[src/rtl/pipe_pkg.sv]
// Shared definitions for the pipeline stage register: state encoding,
// NOP fill value and default datapath widths.
package pipe_pkg;

  typedef enum logic [1:0] {
    PIPE_EMPTY = 2'd0,
    PIPE_FULL  = 2'd1,
    PIPE_SKID  = 2'd2
  } pipe_state_t;

  // A NOP is the all-zeros word; replicate this bit to the needed width.
  localparam logic NOP_FILL = 1'b0;

  localparam int INSTR_W_DEF = 32;
  localparam int PC_W_DEF    = 22;

endpackage

[src/rtl/pipe_stage_reg_sat_counter.sv]
// Saturating up-counter with asynchronous active-low reset; holds at all-ones.
module sat_counter #(
  parameter int CNT_W = 16
) (
  input  logic             clk,
  input  logic             rst_n,
  input  logic             inc,
  output logic [CNT_W-1:0] cnt
);

  logic [CNT_W-1:0] r_cnt;
  logic             w_at_max;

  assign w_at_max = (r_cnt == {CNT_W{1'b1}});

  // count up on inc, stop at all-ones
  always_ff @(posedge clk or negedge rst_n) begin
    if (!rst_n) begin
      r_cnt <= {CNT_W{1'b0}};
    end else if (inc && !w_at_max) begin
      r_cnt <= r_cnt + {{(CNT_W-1){1'b0}}, 1'b1};
    end else begin
      r_cnt <= r_cnt;
    end
  end

  assign cnt = r_cnt;

endmodule

[src/rtl/pipe_stage_reg.sv]
// Valid/ready pipeline stage register carrying instruction + PC.
// Define PIPE_STAGE_SKID_EN to add a skid entry and a registered in_ready.
module pipe_stage_reg
  import pipe_pkg::*;
#(
  parameter int INSTR_W = INSTR_W_DEF,
  parameter int PC_W    = PC_W_DEF,
  parameter int CNT_W   = 16
) (
  input  logic               clk,
  input  logic               rst_n,
  input  logic               hlt,
  input  logic               flush,
  input  logic               in_valid,
  output logic               in_ready,
  input  logic [INSTR_W-1:0] in_instr,
  input  logic [PC_W-1:0]    in_pc,
  output logic               out_valid,
  input  logic               out_ready,
  output logic [INSTR_W-1:0] out_instr,
  output logic [PC_W-1:0]    out_pc,
  output logic [CNT_W-1:0]   stall_cnt
);

  localparam logic [INSTR_W-1:0] NOP_INSTR = {INSTR_W{NOP_FILL}};
  localparam logic [PC_W-1:0]    NOP_PC    = {PC_W{NOP_FILL}};

  pipe_state_t        r_state;
  logic [INSTR_W-1:0] r_main_instr;
  logic [PC_W-1:0]    r_main_pc;

  logic w_out_valid;
  logic w_in_ready;
  logic w_accept;
  logic w_release;
  logic w_stall;

  assign w_out_valid = (r_state != PIPE_EMPTY) & ~hlt;
  assign w_release   = w_out_valid & out_ready;
  assign w_accept    = in_valid & w_in_ready & ~hlt & ~flush;
  assign w_stall     = w_out_valid & ~out_ready;

`ifdef PIPE_STAGE_SKID_EN
  logic [INSTR_W-1:0] r_skid_instr;
  logic [PC_W-1:0]    r_skid_pc;
  logic               r_in_ready;

  // in_ready comes from a flop; hlt only masks it, out_ready never reaches it
  assign w_in_ready = r_in_ready & ~hlt;

  // stage FSM with skid entry
  always_ff @(posedge clk or negedge rst_n) begin
    if (!rst_n) begin
      r_state      <= PIPE_EMPTY;
      r_main_instr <= NOP_INSTR;
      r_main_pc    <= NOP_PC;
      r_skid_instr <= NOP_INSTR;
      r_skid_pc    <= NOP_PC;
      r_in_ready   <= 1'b1;
    end else if (flush) begin
      r_state      <= PIPE_EMPTY;
      r_main_instr <= NOP_INSTR;
      r_main_pc    <= NOP_PC;
      r_skid_instr <= NOP_INSTR;
      r_skid_pc    <= NOP_PC;
      r_in_ready   <= 1'b1;
    end else if (hlt) begin
      r_state      <= r_state;
      r_main_instr <= r_main_instr;
      r_main_pc    <= r_main_pc;
      r_skid_instr <= r_skid_instr;
      r_skid_pc    <= r_skid_pc;
      r_in_ready   <= r_in_ready;
    end else begin
      case (r_state)
        PIPE_EMPTY: begin
          if (w_accept) begin
            r_state      <= PIPE_FULL;
            r_main_instr <= in_instr;
            r_main_pc    <= in_pc;
          end else begin
            r_state <= PIPE_EMPTY;
          end
        end
        PIPE_FULL: begin
          if (w_accept && w_release) begin
            r_state      <= PIPE_FULL;
            r_main_instr <= in_instr;
            r_main_pc    <= in_pc;
          end else if (w_accept) begin
            // downstream stalled: park the new word, drop ready next cycle
            r_state      <= PIPE_SKID;
            r_skid_instr <= in_instr;
            r_skid_pc    <= in_pc;
            r_in_ready   <= 1'b0;
          end else if (w_release) begin
            r_state      <= PIPE_EMPTY;
            r_main_instr <= NOP_INSTR;
            r_main_pc    <= NOP_PC;
          end else begin
            r_state <= PIPE_FULL;
          end
        end
        PIPE_SKID: begin
          if (w_release) begin
            r_state      <= PIPE_FULL;
            r_main_instr <= r_skid_instr;
            r_main_pc    <= r_skid_pc;
            r_skid_instr <= NOP_INSTR;
            r_skid_pc    <= NOP_PC;
            r_in_ready   <= 1'b1;
          end else begin
            r_state <= PIPE_SKID;
          end
        end
        default: begin
          r_state      <= PIPE_EMPTY;
          r_main_instr <= NOP_INSTR;
          r_main_pc    <= NOP_PC;
          r_skid_instr <= NOP_INSTR;
          r_skid_pc    <= NOP_PC;
          r_in_ready   <= 1'b1;
        end
      endcase
    end
  end
`else
  // without a skid entry, a full stage can only take a word it is also releasing
  assign w_in_ready = ~hlt & (~w_out_valid | out_ready);

  // stage FSM, single entry
  always_ff @(posedge clk or negedge rst_n) begin
    if (!rst_n) begin
      r_state      <= PIPE_EMPTY;
      r_main_instr <= NOP_INSTR;
      r_main_pc    <= NOP_PC;
    end else if (flush) begin
      r_state      <= PIPE_EMPTY;
      r_main_instr <= NOP_INSTR;
      r_main_pc    <= NOP_PC;
    end else if (hlt) begin
      r_state      <= r_state;
      r_main_instr <= r_main_instr;
      r_main_pc    <= r_main_pc;
    end else begin
      case (r_state)
        PIPE_EMPTY: begin
          if (w_accept) begin
            r_state      <= PIPE_FULL;
            r_main_instr <= in_instr;
            r_main_pc    <= in_pc;
          end else begin
            r_state <= PIPE_EMPTY;
          end
        end
        PIPE_FULL: begin
          if (w_accept) begin
            r_state      <= PIPE_FULL;
            r_main_instr <= in_instr;
            r_main_pc    <= in_pc;
          end else if (w_release) begin
            r_state      <= PIPE_EMPTY;
            r_main_instr <= NOP_INSTR;
            r_main_pc    <= NOP_PC;
          end else begin
            r_state <= PIPE_FULL;
          end
        end
        default: begin
          r_state      <= PIPE_EMPTY;
          r_main_instr <= NOP_INSTR;
          r_main_pc    <= NOP_PC;
        end
      endcase
    end
  end
`endif

  sat_counter #(
    .CNT_W (CNT_W)
  ) u_stall_cnt (
    .clk   (clk),
    .rst_n (rst_n),
    .inc   (w_stall),
    .cnt   (stall_cnt)
  );

  assign in_ready  = w_in_ready;
  assign out_valid = w_out_valid;
  assign out_instr = r_main_instr;
  assign out_pc    = r_main_pc;

endmodule

[config.mk]
export PLATFORM = sky130hd
export DESIGN_NAME = pipe_stage_reg
export DESIGN_NICKNAME = d
export VERILOG_FILES = /design/src/rtl/pipe_pkg.sv /design/src/rtl/pipe_stage_reg_sat_counter.sv /design/src/rtl/pipe_stage_reg.sv
export SDC_FILE = /design/constraint.sdc
export NUM_CORES = 1
export LEC_CHECK = 0
export CAP_MARGIN = 20
export CORE_MARGIN = 5
export CORE_UTILIZATION = 41
export CTS_CLUSTER_SIZE = 12
export DETAILED_ROUTE_END_ITERATION = 10
export PLACE_DENSITY = 0.92
export SETUP_SLACK_MARGIN = 0.5
export SLEW_MARGIN = 20
export SYNTH_ARGS = -nofsm -noshare
export SYNTH_HDL_FRONTEND = slang
export SYNTH_HIERARCHICAL = 1
export SYNTH_SLANG_ARGS = --single-unit
[constraint.sdc]
create_clock -name clk -period 1.95 [get_ports clk]
set_clock_uncertainty 0.1 [all_clocks]
set_input_delay 0.2925 -clock clk [delete_from_list [all_inputs] [get_ports clk]]
set_output_delay 0.2925 -clock clk [all_outputs]
set_load 0.005 [all_outputs]
# Word-level counts from Yosys, hierarchy flattened
# Cells that the tools add are included.
# Widths: inputs -> output; s select.
# op_classes
bitwise	12
eq_ne	5
reduce_logical	5
n_lt_le_gt_ge	0
n_mux	18
n_mul	0
n_div	0
n_addsub	1
shift	0
# ops
cell	n
$mux 32	5
$mux 22	5
$pmux 32 s2	1
$pmux 22 s2	1
$add 16x1->16 const B	1
$eq 16x16->1 const B	1
$and 1x1->1	7
$mux 2	2
$ne 4x4->1 const B	1
$not 1->1	4
$pmux 2 s2	1
$mux 1	3
$ne 3x3->1 const B	1
$reduce_and 3->1	1
$eq 2x1->1 const B	1
$logic_not 2->1	1
$ne 2x1->1 const B	1
$reduce_bool 2->1	1
$logic_and 1x1->1	1
$logic_not 1->1	1
$or 1x1->1	1
# word_totals
latch_bits	0
n_memories	0
rom_bits	0
word_cells	45
mem_bits_rw	0
reg_bits	72
in_bits	60

# Depth between registers and ports, before layout
# Gate-level depths: netlist of run 1.
# logic_depth
word_depth	12
mapped_depth	6
mapped_depth_nobuf	6

# Hierarchy
# The synthesis of run 1 kept the hierarchy.
# by_module_without_submodules
mod	seq_area_each_um2	cells_per_inst	instances	area_each_um2
pipe_stage_reg	1376.3	131	1	2037.0
sat_counter	400.4	69	1	800.8

# Least setup slack after synthesis of run 1
# Ideal clock, no wire load.
# synth_path
kind	reg-to-reg
start	reg u_stall_cnt.r_cnt[0], in the netlist u_stall_cnt/cnt[0]
end	reg u_stall_cnt.r_cnt[1], in the netlist u_stall_cnt/cnt[1]
path_buffers	0
setup_ns	0.127
synth_period_minus_slack_ns	1.775
t_required_ns	1.723
slack_ns	0.175
path_stages_with_launch	5
arrival_time_ns	1.548
cell_sequence	dfrtp_1 ha_1 nand3_1 o41ai_2 mux2_1
# synth_between
elab_chain_len	3
elab_cells_between_ends	4
cone_classes	add/sub: 1; eq/ne: 1; reduce/logical: 2
# synth_lines
element	line_no	source
start, declared	pipe_stage_reg_sat_counter.sv:11	logic [CNT_W-1:0] r_cnt;
start signal, assigned	pipe_stage_reg_sat_counter.sv:19	r_cnt <= {CNT_W{1'b0}};
start signal, assigned	pipe_stage_reg_sat_counter.sv:21	r_cnt <= r_cnt + {{(CNT_W-1){1'b0}}, 1'b1};
start signal, assigned	pipe_stage_reg_sat_counter.sv:23	r_cnt <= r_cnt;
parallel branches: the longest is 3 deep, another holds $add 16x1->16	--	
# Parallel ways; which one is timed is not known.
# A chain may end at the register's enable or synchronous reset.

# Worst setup path after layout of run 1
# layout_path
start	reg u_stall_cnt.r_cnt[7], in the netlist u_stall_cnt/cnt[7]
end	reg u_stall_cnt.r_cnt[2], in the netlist u_stall_cnt/cnt[2]
# layout_between
elab_chain_len	3
# layout_lines
element	line_no	source
$eq 16x16->1	pipe_stage_reg_sat_counter.sv:14	assign w_at_max = (r_cnt == {CNT_W{1'b1}});
$logic_not 1->1	pipe_stage_reg_sat_counter.sv:20	end else if (inc && !w_at_max) begin
$logic_and 1x1->1	pipe_stage_reg_sat_counter.sv:20	
# No other way between the ends.

==> summary.txt, run 1 <==
Hold path
  • Hold Path Class: input port to asynchronous set/reset pin

Route
  • Via count: 2,675
  • Final WL: 10.7 mm
  • DRT iter0 DRCs: 116
  • 1st-pass router iterations: 4
  • DRC: 0
  • DR WL met3: 750 µm
  • Wl on met1: 4.14 mm
  • Drt via density: 5.48
  • Detail Route Antenna Nets: 0
  • Avg WL per Cell: 21.9 µm
  • Top Layer Used: met4
  • Routed wl met2: 5.42 mm

Cells and area
  • Layout area overhead: 82.3%
  • Commonest non-fill, non-tap cell in the layout: dfrtp_1
  • Most frequent cells in the layout: dfrtp_1, dlygate4sd2_1, clkdlybuf4s50_1
  • Nets: 466
  • Fill count: 428
  • Share of post-route cells with drive strength above 1: 34.1%
  • N_diodes: 0

Global routing
  • First-pass GRT wire length: 14.6 mm
  • Largest net degree at the start of global routing: 55
  • Grt total ovfl: 0
  • Number of global-route vias before repair: 2,748
  • Tot GR Track Use: 21.8%
  • Antenna violations before repair: 0

Die
  • Die H: 93.2 µm
  • Ports: 132
  • Core ar.: 0.00676 mm²
  • Die area: 0.00869 mm²
  • Initial core utilization: 42.0%
  • Chip width: 93.2 µm
  • Core Rows: 30

Worst setup path
  • FF-to-FF path depth: 6
  • RR Endpoint: u_stall_cnt/cnt[2]
  • Critical Path RT: 2.09 ns
  • R2R setup slack: 0.18 ns
  • Crit Path Max Fanout: 3
  • WS Path Type: register to register
  • Reg2Reg Launch Point: u_stall_cnt/cnt[7]
  • Critical Path AT: 1.91 ns
  • Endpoint type of the worst setup path: register
  • Startpoint Class: register
  • Crit. Startpoint: u_stall_cnt/cnt[7]

Placed design
  • IO buf count: 131
  • Global placer's final weighted congestion: 0.779
  • DP Wirelength: 5.40 mm

Clock network
  • Skew-Pair Late Insertion Delay: 0.33 ns
  • Clock-pin slew on the worst setup and hold paths: 0.08 ns
  • # H-tree levels: 3
  • Root Buffer Master: clkbuf_8
  • CTS buffer count: 9
  • CTS tree: done
  • CTS sink count: 71
  • Clock buffer depth: 2

Synthesis
  • Main area contributors after synthesis: dfrtp_1, a22o_1, xor2_1
  • Number of synthesized flops with an enable pin: 0
  • Top FF cell, synth: dfrtp_1
  • Yosys Warn Count: 6
  • Post-synth top area share: 62.6%
  • Post-synth cell types: 34
  • Sequential area share after synthesis: 62.6%
  • Leading area contributor after synthesis: dfrtp_1
  • Syn Nets: 261
  • Average size of a mapped cell: 14.2 µm²
  • Async SR Flop Fraction: 100%
  • Syn Std Cell Area: 0.00284 mm²
  • Synth Instances: 200
  • FF+latch count, synth: 71

Timing
  • Final Hold Fails: 0
  • Slew headroom: 70.1%
  • Post-route setup TNS: 0 ns
  • Final setup violation count: 0
  • Max Freq: 0.565 GHz
  • Max-slew violations: 0
  • Worst slew pin tran: 0.449 ns
  • Unrepaired setup endpoints after global routing: yes
  • Period utilization: 90.8%
  • Final min period: 1.77 ns

Power and ir drop
  • Design Power: 3.50 mW
  • PwrDens: 677 mW/mm²
  • Pleak: 2.70 nW
  • Max IR drop VDD: 0.000361 V

Run
  • Max Cap Viol: 0

Status
  • Outcome: finished, final reports clean
routing by layer:
| metal | GRT usage (%) | up-vias |
|---|---|---|
| li1 | - | 1170 |
| met1 | 25.0 | 1316 |
| met2 | 37.3 | 153 |
| met3 | 6.52 | 36 |
| met4 | 10.3 | 0 |
| met5 | 0 | - |
final cells by class:
class                           count  area, µm²  share of cell area, %
Timing Repair Buffer              204       1930                   37.3
Sequential cell                    71       1790                   34.6
Multi-Input combinational cell    116       1160                   22.5
Clock buffer                       14        183                   3.53
Tap cell                           80        100                   1.93
Inverter                            3       11.3                  0.218
power breakdown:
group	switching (mW)	internal, mW
combinational	0.315	0.468
sequential	0.0668	1.56
clock	0.503	0.589
kinds of logic (layout without fill, tap and decap cells):
group	Yosys count	in the layout	synth area share, %
adders and majority gates	1	1	0.441
muxes	2	2	0.926
xor gates and xnor gates	12	12	3.70
DFF	71	71	62.6
AOI/OAI and AO/OA	64	64	19.5
buffers and inverters	13	221	3.92
and+or+nand+nor	37	37	8.91
timing repair:
| action | 4_1_cts | 5_1_grt |
|---|---|---|
| gates cloned | 0 | 7 |
| hold endpoints to repair | 27 | 0 |
| resized for setup | 115 | 44 |
| endpoints found under the setup margin | 142 | 119 |
| setup buffers | 41 | 17 |
| hold buffers | 1 | 0 |
| pin swaps | 22 | 17 |
worst max-delay path by stage:
stage,end,slack [ns],depth (start not counted)
3_5_place_dp,u_stall_cnt/cnt[9],-0.12,7
4_1_cts,out_instr[3],0.31,5
6_report,u_stall_cnt/cnt[2],0.18,6
5_1_grt,u_stall_cnt/cnt[2],0.13,6
3_3_place_gp,u_stall_cnt/cnt[13],-0.06,7
2_1_floorplan,u_stall_cnt/cnt[13],0.34,6
worst max-delay path, stage by stage, from the launching register on:
cell and delay [ns]:
dfrtp_1 0.40, nand4_1 0.22, buf_4 0.21, o41ai_4 0.34, buf_4 0.19, inv_2 0.03
a31oi_1 0.19
cells in the mapped netlist (all sizes together) (3+ instances only):
| cell | count |
|---|---|
| dfrtp | 71 |
| xor2 | 9 |
| xnor2 | 3 |
| buf | 10 |
| nor3 | 6 |
| nand3 | 4 |
| nand2 | 4 |
| a21oi | 4 |
| inv | 3 |
| a22o | 54 |
| nand4 | 4 |
| nor2 | 6 |
registers in the layout, indices dropped and copies added (netlist names):
register / cells
out_pc: 22
r_state: 1
out_instr: 32
u_stall_cnt/cnt: 16
metrics by stage:
| step | setup slack (ns) | std cells | hold WS [ns] | util (%) | area, µm² |
|---|---|---|---|---|---|
| floorplan | 0.338 | 200 | -0.103 | - | 2900 |
| global placement | -0.0573 | 408 | 0.264 | 63.7 | 4300 |
| detailed placement | -0.121 | 408 | 0.265 | 63.7 | 4300 |
| CTS | 0.311 | 464 | 0.403 | 71.6 | 4840 |
| global route | 0.129 | 488 | 0.395 | 76.6 | 5170 |
| finish | 0.179 | 488 | 0.381 | 76.6 | 5170 |
(Power assumes the default switching activity.)
==> inputs of run 2 (changes only) <==
--- a/config.mk
+++ b/config.mk
@@ -8,6 +8,7 @@
 export CAP_MARGIN = 20
 export CORE_MARGIN = 5
 export CORE_UTILIZATION = 41
+export CTS_BUF_LIST = sky130_fd_sc_hd__clkbuf_16
 export CTS_CLUSTER_SIZE = 12
 export DETAILED_ROUTE_END_ITERATION = 10
 export PLACE_DENSITY = 0.92
==> run 2 against run 1 <==
Flip-flop and latch count stayed put. Sequential share of layout area shrank 0.54 points. Sequential power hardly changed. Count of clock-buffer cells in the layout down 5. Maximum frequency is 2.1% lower. Worst hold slack gained 0.012 ns. Power up 7.7%. Clock power up 26%. Die area is the same.
==> summary.txt, run 2 (synthesis gave the netlist of run 1 again) <==
Power and ir drop
  • PwrDens: 716 mW/mm² (was 677 mW/mm²)
  • Design Power: 3.77 mW (was 3.50 mW)
  • Max IR drop VDD: 0.000434 V (was 0.000361 V)
  • Pleak: 2.74 nW (was 2.70 nW)

Cells and area
  • Most frequent cells in the layout: dlygate4sd2_1, dfrtp_1, clkdlybuf4s50_1 (was dfrtp_1, dlygate4sd2_1, clkdlybuf4s50_1)
  • Nets: 466 (unchanged)
  • Max FFs per register: 32 (unchanged)
  • Layout area overhead: 85.6% (was 82.3%)
  • Commonest non-fill, non-tap cell in the layout: dlygate4sd2_1 (was dfrtp_1)
  • Design area: 0.00527 mm² (was 0.00517 mm²)
  • Share of post-route cells with drive strength above 1: 33.1% (was 34.1%)
  • N_diodes: 0 (unchanged)

Clock network
  • Clock buffer depth: 2 (unchanged)
  • Skew-Pair Late Insertion Delay: 0.32 ns (was 0.33 ns)
  • CTS tree: done (unchanged)
  • CTS buffer count: 9 (unchanged)
  • Root Buffer Master: clkbuf_16 (was clkbuf_8)
  • CTS sink count: 71 (unchanged)
  • # H-tree levels: 3 (unchanged)
  • Clock-pin slew on the worst setup and hold paths: 0.06 ns (was 0.08 ns)

Timing
  • Final min period: 1.81 ns (was 1.77 ns)
  • Max Freq: 0.553 GHz (was 0.565 GHz)
  • Hold slack: 0.392 ns (was 0.381 ns)
  • Final Hold Fails: 0 (unchanged)
  • Slew headroom: 71.2% (was 70.1%)
  • Final setup violation count: 0 (unchanged)
  • Worst slew pin tran: 0.432 ns (was 0.449 ns)
  • Max-slew violations: 0 (unchanged)
  • Unrepaired setup endpoints after global routing: yes (unchanged)
  • Post-route setup slack: 0.142 ns (was 0.179 ns)
  • Period utilization: 92.7% (was 90.8%)

Route
  • Top Layer Used: met4 (unchanged)
  • 1st-pass router iterations: 4 (unchanged)
  • Drt via density: 5.48 (about the same)
  • Wl on met1: 4.05 mm (was 4.14 mm)
  • Avg WL per Cell: 22.1 µm (was 21.9 µm)
  • Via count: 2,672 (was 2,675)
  • DRT iter0 DRCs: 80 (was 116)
  • DRC: 0 (unchanged)
  • Routed wl met2: 5.60 mm (was 5.42 mm)
  • DR WL met3: 778 µm (was 750 µm)
  • Final WL: 10.8 mm (was 10.7 mm)
  • Detail Route Antenna Nets: 0 (unchanged)

Global routing
  • First-pass GRT wire length: 14.4 mm (was 14.6 mm)
  • Grt total ovfl: 0 (unchanged)
  • Antenna violations before repair: 0 (unchanged)
  • Tot GR Track Use: 21.4% (was 21.8%)
  • Number of global-route vias before repair: 2,750 (was 2,748)
  • Largest net degree at the start of global routing: 55 (unchanged)

Die
  • Die H: 93.2 µm (unchanged)
  • Ports: 132 (unchanged)
  • Core Rows: 30 (unchanged)
  • Core ar.: 0.00676 mm² (unchanged)
  • Chip width: 93.2 µm (unchanged)
  • Die area: 0.00869 mm² (unchanged)
  • Initial core utilization: 42.0% (unchanged)

Placed design
  • Placement Setup Slack: -0.121 ns (unchanged)
  • IO buf count: 131 (unchanged)
  • Global placer's final weighted congestion: 0.779 (unchanged)
  • Placed cell areas: 0.00430 mm² (unchanged)
  • DP Wirelength: 5.40 mm (unchanged)

Status
  • Outcome: finished, final reports clean (unchanged)

Worst setup path
  • WS Path Type: register to register (unchanged)
  • Crit Path Max Fanout: 7 (was 3)
  • Critical Path RT: 2.07 ns (was 2.09 ns)
  • Endpoint type of the worst setup path: register (unchanged)
  • CP max stage cell: dfrtp_1 (unchanged)
  • Startpoint Class: register (unchanged)
  • Crit path cell chain: nor2b_4 -> and2_4 -> and3_4 -> nand3_4 -> nor3_2 -> xor2_1 (was nand4_1 -> buf_4 -> o41ai_4 -> buf_4 -> inv_2 -> a31oi_1)
  • Critical Path AT: 1.93 ns (was 1.91 ns)
  • Max stage delay on crit path: 0.38 ns (was 0.40 ns)
  • R2R setup slack: 0.14 ns (was 0.18 ns)

Run
  • Max Cap Viol: 0 (unchanged)

Hold path
  • Hold Path Class: input port to asynchronous set/reset pin (unchanged)
run 2: what timing repair did:
item / in CTS / in global routing
cloned: 0 / 7
setup buffers: 40 / 18
endpoints found under the setup margin: 142 / 119
gates resized for setup: 110 / 46
pin swaps: 23 / 10
hold buffers: 1 / 0
hold endpoints to repair: 27 / 0
run 2: final timing paths:
check,start,end,depth (start not counted)
max in group asynchronous,rst_n,u_stall_cnt/cnt[1],3
min in group clk,out_pc[1],out_pc[1],1
hold reg to reg,out_pc[1],out_pc[1],1
hold / removal,rst_n,r_state[0],2
setup / recovery,r_state[0],u_stall_cnt/cnt[7],6
setup reg to reg,r_state[0],u_stall_cnt/cnt[7],6
run 2: power by group:
group | leakage [nW] | switching [mW] | internal [mW]
combinational | 1.67 | 0.303 | 0.462
sequential | 0.948 | 0.0703 | 1.57
clock | 0.123 | 0.546 | 0.822
total | 2.74 | 0.920 | 2.85
run 2: area by class of cell:
cell class                 count  area [µm²]
clock buffer                   9         225
multi-input combinational    116        1150
tap                           80         100
sequential                    71        1790
inverter                       3        11.3
timing repair buffer         204        1970
fill                         410        1490
clock inverter                 5        18.8
run 2: metrics by stage:
| stage | setup TNS, ns | util (%) | instances |
|---|---|---|---|
| floorplan | 0 | - | 200 |
| global placement | -0.0651 | 63.7 | 408 |
| detailed placement | -0.528 | 63.7 | 408 |
| CTS | 0 | 72.3 | 463 |
| global route | 0 | 78.0 | 488 |
| finish | 0 | 78.0 | 488 |
run 2: worst max-delay path, delay by kind of cell, from the launching register on:
kind | cells | cell delay, ns
AND/OR/NAND/NOR | 5 | 0.99
XOR/XNOR | 1 | 0.24
flip-flops | 1 | 0.38
run 2: routing by layer:
metal / track usage [%] / vias up
met5: 0 / -
met4: 9.65 / 0
met3: 6.60 / 31
met2: 36.8 / 158
met1: 24.4 / 1311
li1: - / 1172
==> inputs of run 3 (changes only) <==
--- a/config.mk
+++ b/config.mk
@@ -7,11 +7,11 @@
 export LEC_CHECK = 0
 export CAP_MARGIN = 20
 export CORE_MARGIN = 5
-export CORE_UTILIZATION = 41
+export CORE_UTILIZATION = 35
 export CTS_BUF_LIST = sky130_fd_sc_hd__clkbuf_16
 export CTS_CLUSTER_SIZE = 12
 export DETAILED_ROUTE_END_ITERATION = 10
-export PLACE_DENSITY = 0.92
+export PLACE_DENSITY = 0.82
 export SETUP_SLACK_MARGIN = 0.5
 export SLEW_MARGIN = 20
 export SYNTH_ARGS = -nofsm -noshare
==> run 3 against run 2 <==
Critical path depth is the same. Maximum frequency up 3.5%. Global-route usage fell by 4.6 points. Count of clock-buffer cells in the layout unchanged. Setup slack better by 0.061 ns. Via count decreased by 6.1%. Die area rose by 15%. Power up 6.7%. Combinational power down 5.9%. Cell count increased by 1.0%. Critical path type unchanged. Largest power group is now the clock network.
==> summary.txt, run 3 (synthesis gave the netlist of run 1 again) <==
Cells and area
  • Most frequent cells in the layout: dlygate4sd2_1, dfrtp_1, clkdlybuf4s50_1 (unchanged)
  • Finished Layout Cells: 493 (was 488)
  • Design area: 0.00523 mm² (was 0.00527 mm²)
  • Layout area overhead: 84.1% (was 85.6%)
  • Nets: 447 (was 466)
  • Commonest non-fill, non-tap cell in the layout: dlygate4sd2_1 (unchanged)
  • Max FFs per register: 32 (unchanged)
  • Share of post-route cells with drive strength above 1: 29.9% (was 33.1%)
  • N_diodes: 0 (unchanged)

Power and ir drop
  • PwrDens: 771 mW/mm² (was 716 mW/mm²)
  • Max IR drop VDD: 0.000349 V (was 0.000434 V)
  • Design Power: 4.03 mW (was 3.77 mW)
  • Pleak: 2.69 nW (was 2.74 nW)

Global routing
  • Tot GR Track Use: 16.8% (was 21.4%)
  • Antenna violations before repair: 0 (unchanged)
  • Grt total ovfl: 0 (unchanged)
  • Largest net degree at the start of global routing: 55 (unchanged)
  • First-pass GRT wire length: 13.5 mm (was 14.4 mm)
  • Number of global-route vias before repair: 2,744 (was 2,750)

Clock network
  • CTS tree: done (unchanged)
  • Skew-Pair Late Insertion Delay: 0.32 ns (about the same)
  • # H-tree levels: 3 (unchanged)
  • Clock-pin slew on the worst setup and hold paths: 0.06 ns (about the same)
  • CTS buffer count: 9 (unchanged)
  • CTS sink count: 71 (unchanged)
  • Clock buffer depth: 2 (unchanged)
  • Root Buffer Master: clkbuf_16 (unchanged)

Worst setup path
  • Crit. Startpoint: r_state[0] (unchanged)
  • Reg2Reg Launch Point: r_state[0] (unchanged)
  • Startpoint Class: register (unchanged)
  • Endpoint type of the worst setup path: register (unchanged)
  • Worst setup path end: u_stall_cnt/cnt[13] (was u_stall_cnt/cnt[7])
  • WS Path Type: register to register (unchanged)
  • Crit Path Max Fanout: 4 (was 7)
  • Critical Path RT: 2.07 ns (about the same)
  • Critical Path AT: 1.87 ns (was 1.93 ns)
  • RR Endpoint: u_stall_cnt/cnt[13] (was u_stall_cnt/cnt[7])
  • R2R setup slack: 0.20 ns (was 0.14 ns)
  • FF-to-FF path depth: 6 (unchanged)

Placed design
  • Global placer's final weighted congestion: 0.854 (was 0.779)
  • Cells after DPL: 431 (was 408)
  • DP Wirelength: 5.31 mm (was 5.40 mm)
  • Placed cell areas: 0.00434 mm² (was 0.00430 mm²)
  • IO buf count: 131 (unchanged)
  • Placement Setup Slack: -0.0948 ns (was -0.121 ns)

Timing
  • Max Freq: 0.572 GHz (was 0.553 GHz)
  • Period utilization: 89.6% (was 92.7%)
  • Slew headroom: 69.4% (was 71.2%)
  • Unrepaired setup endpoints after global routing: yes (unchanged)
  • Final min period: 1.75 ns (was 1.81 ns)
  • Worst slew pin tran: 0.460 ns (was 0.432 ns)
  • Final setup violation count: 0 (unchanged)
  • Final Hold Fails: 0 (unchanged)
  • Post-route setup slack: 0.203 ns (was 0.142 ns)
  • Max-slew violations: 0 (unchanged)

Run
  • Max Cap Viol: 0 (unchanged)

Route
  • Avg WL per Cell: 18.9 µm (was 22.1 µm)
  • Detail Route Antenna Nets: 0 (unchanged)
  • 1st-pass router iterations: 4 (unchanged)
  • DRT iter0 DRCs: 65 (was 80)
  • Final WL: 9.32 mm (was 10.8 mm)
  • DRC: 0 (unchanged)
  • Drt via density: 5.09 (was 5.48)
  • Via count: 2,510 (was 2,672)

Die
  • Core ar.: 0.00781 mm² (was 0.00676 mm²)
  • Ports: 132 (unchanged)
  • Chip width: 100 µm (was 93.2 µm)
  • Core Rows: 32 (was 30)
  • Die area: 0.0100 mm² (was 0.00869 mm²)
  • Initial core utilization: 36.3% (was 42.0%)
  • Die H: 100 µm (was 93.2 µm)

Status
  • Outcome: finished, final reports clean (unchanged)

Hold path
  • Hold Path Class: input port to asynchronous set/reset pin (unchanged)
run 3: what timing repair did:
action / CTS / global route
endpoints found under the hold margin: 34 / 0
gates cloned: 0 / 5
buffers inserted: 30 / 10
resized for setup: 118 / 37
pin swaps: 20 / 25
hold buffers: 1 / 0
setup endpoints to repair: 142 / 77
run 3: through the flow:
stage	hold WS [ns]	util (%)	TNS (ns)
floorplan	-0.103	-	0
global placement	0.173	55.6	-0.0540
detailed placement	0.175	55.6	-0.391
CTS	0.373	62.9	0
global route	0.403	66.9	0
finish	0.363	66.9	0
run 3: critical path, cell delays in order (launching register included):
cell,delay [ns]
dfrtp_1,0.39
nor2b_4,0.16
and2_4,0.16
and3_4,0.19
nand3_4,0.10
nor4b_4,0.32
xor2_1,0.23
run 3: final cells by class:
class	count	area, µm²
clock buffers	9	225
clock inverters	7	80.1
fillers	574	2580
inverters	3	11.3
multi-input cells	116	1180
flip-flops and latches	71	1790
well taps	102	128
repair buffers	185	1810
run 3: worst min path at each step:
stage	startpoint	end	slack, ns	cells after the start
after floorplan	rst_n	out_instr[0]	-0.10	0
after global placement	rst_n	r_state[0]	0.17	1
after detailed placement	rst_n	u_stall_cnt/cnt[12]	0.18	1
after CTS	rst_n	u_stall_cnt/cnt[12]	0.37	2
after global routing	rst_n	u_stall_cnt/cnt[12]	0.40	2
final	rst_n	u_stall_cnt/cnt[12]	0.36	2
run 3: layer usage:
| metal | vias up | global-route usage [%] | part of all wire (%) |
|---|---|---|---|
| li1 | 1132 | - | - |
| met1 | 1246 | 21.1 | 41 |
| met2 | 107 | 27.0 | 49 |
| met3 | 25 | 5.49 | 7.3 |
| met4 | 0 | 6.22 | 2.4 |
| met5 | - | 0 | 0 |
run 3: where the power goes:
part,switching [mW],internal [mW]
Sequential,0.0659,1.57
Clock,0.574,1.10
Combinational,0.290,0.430
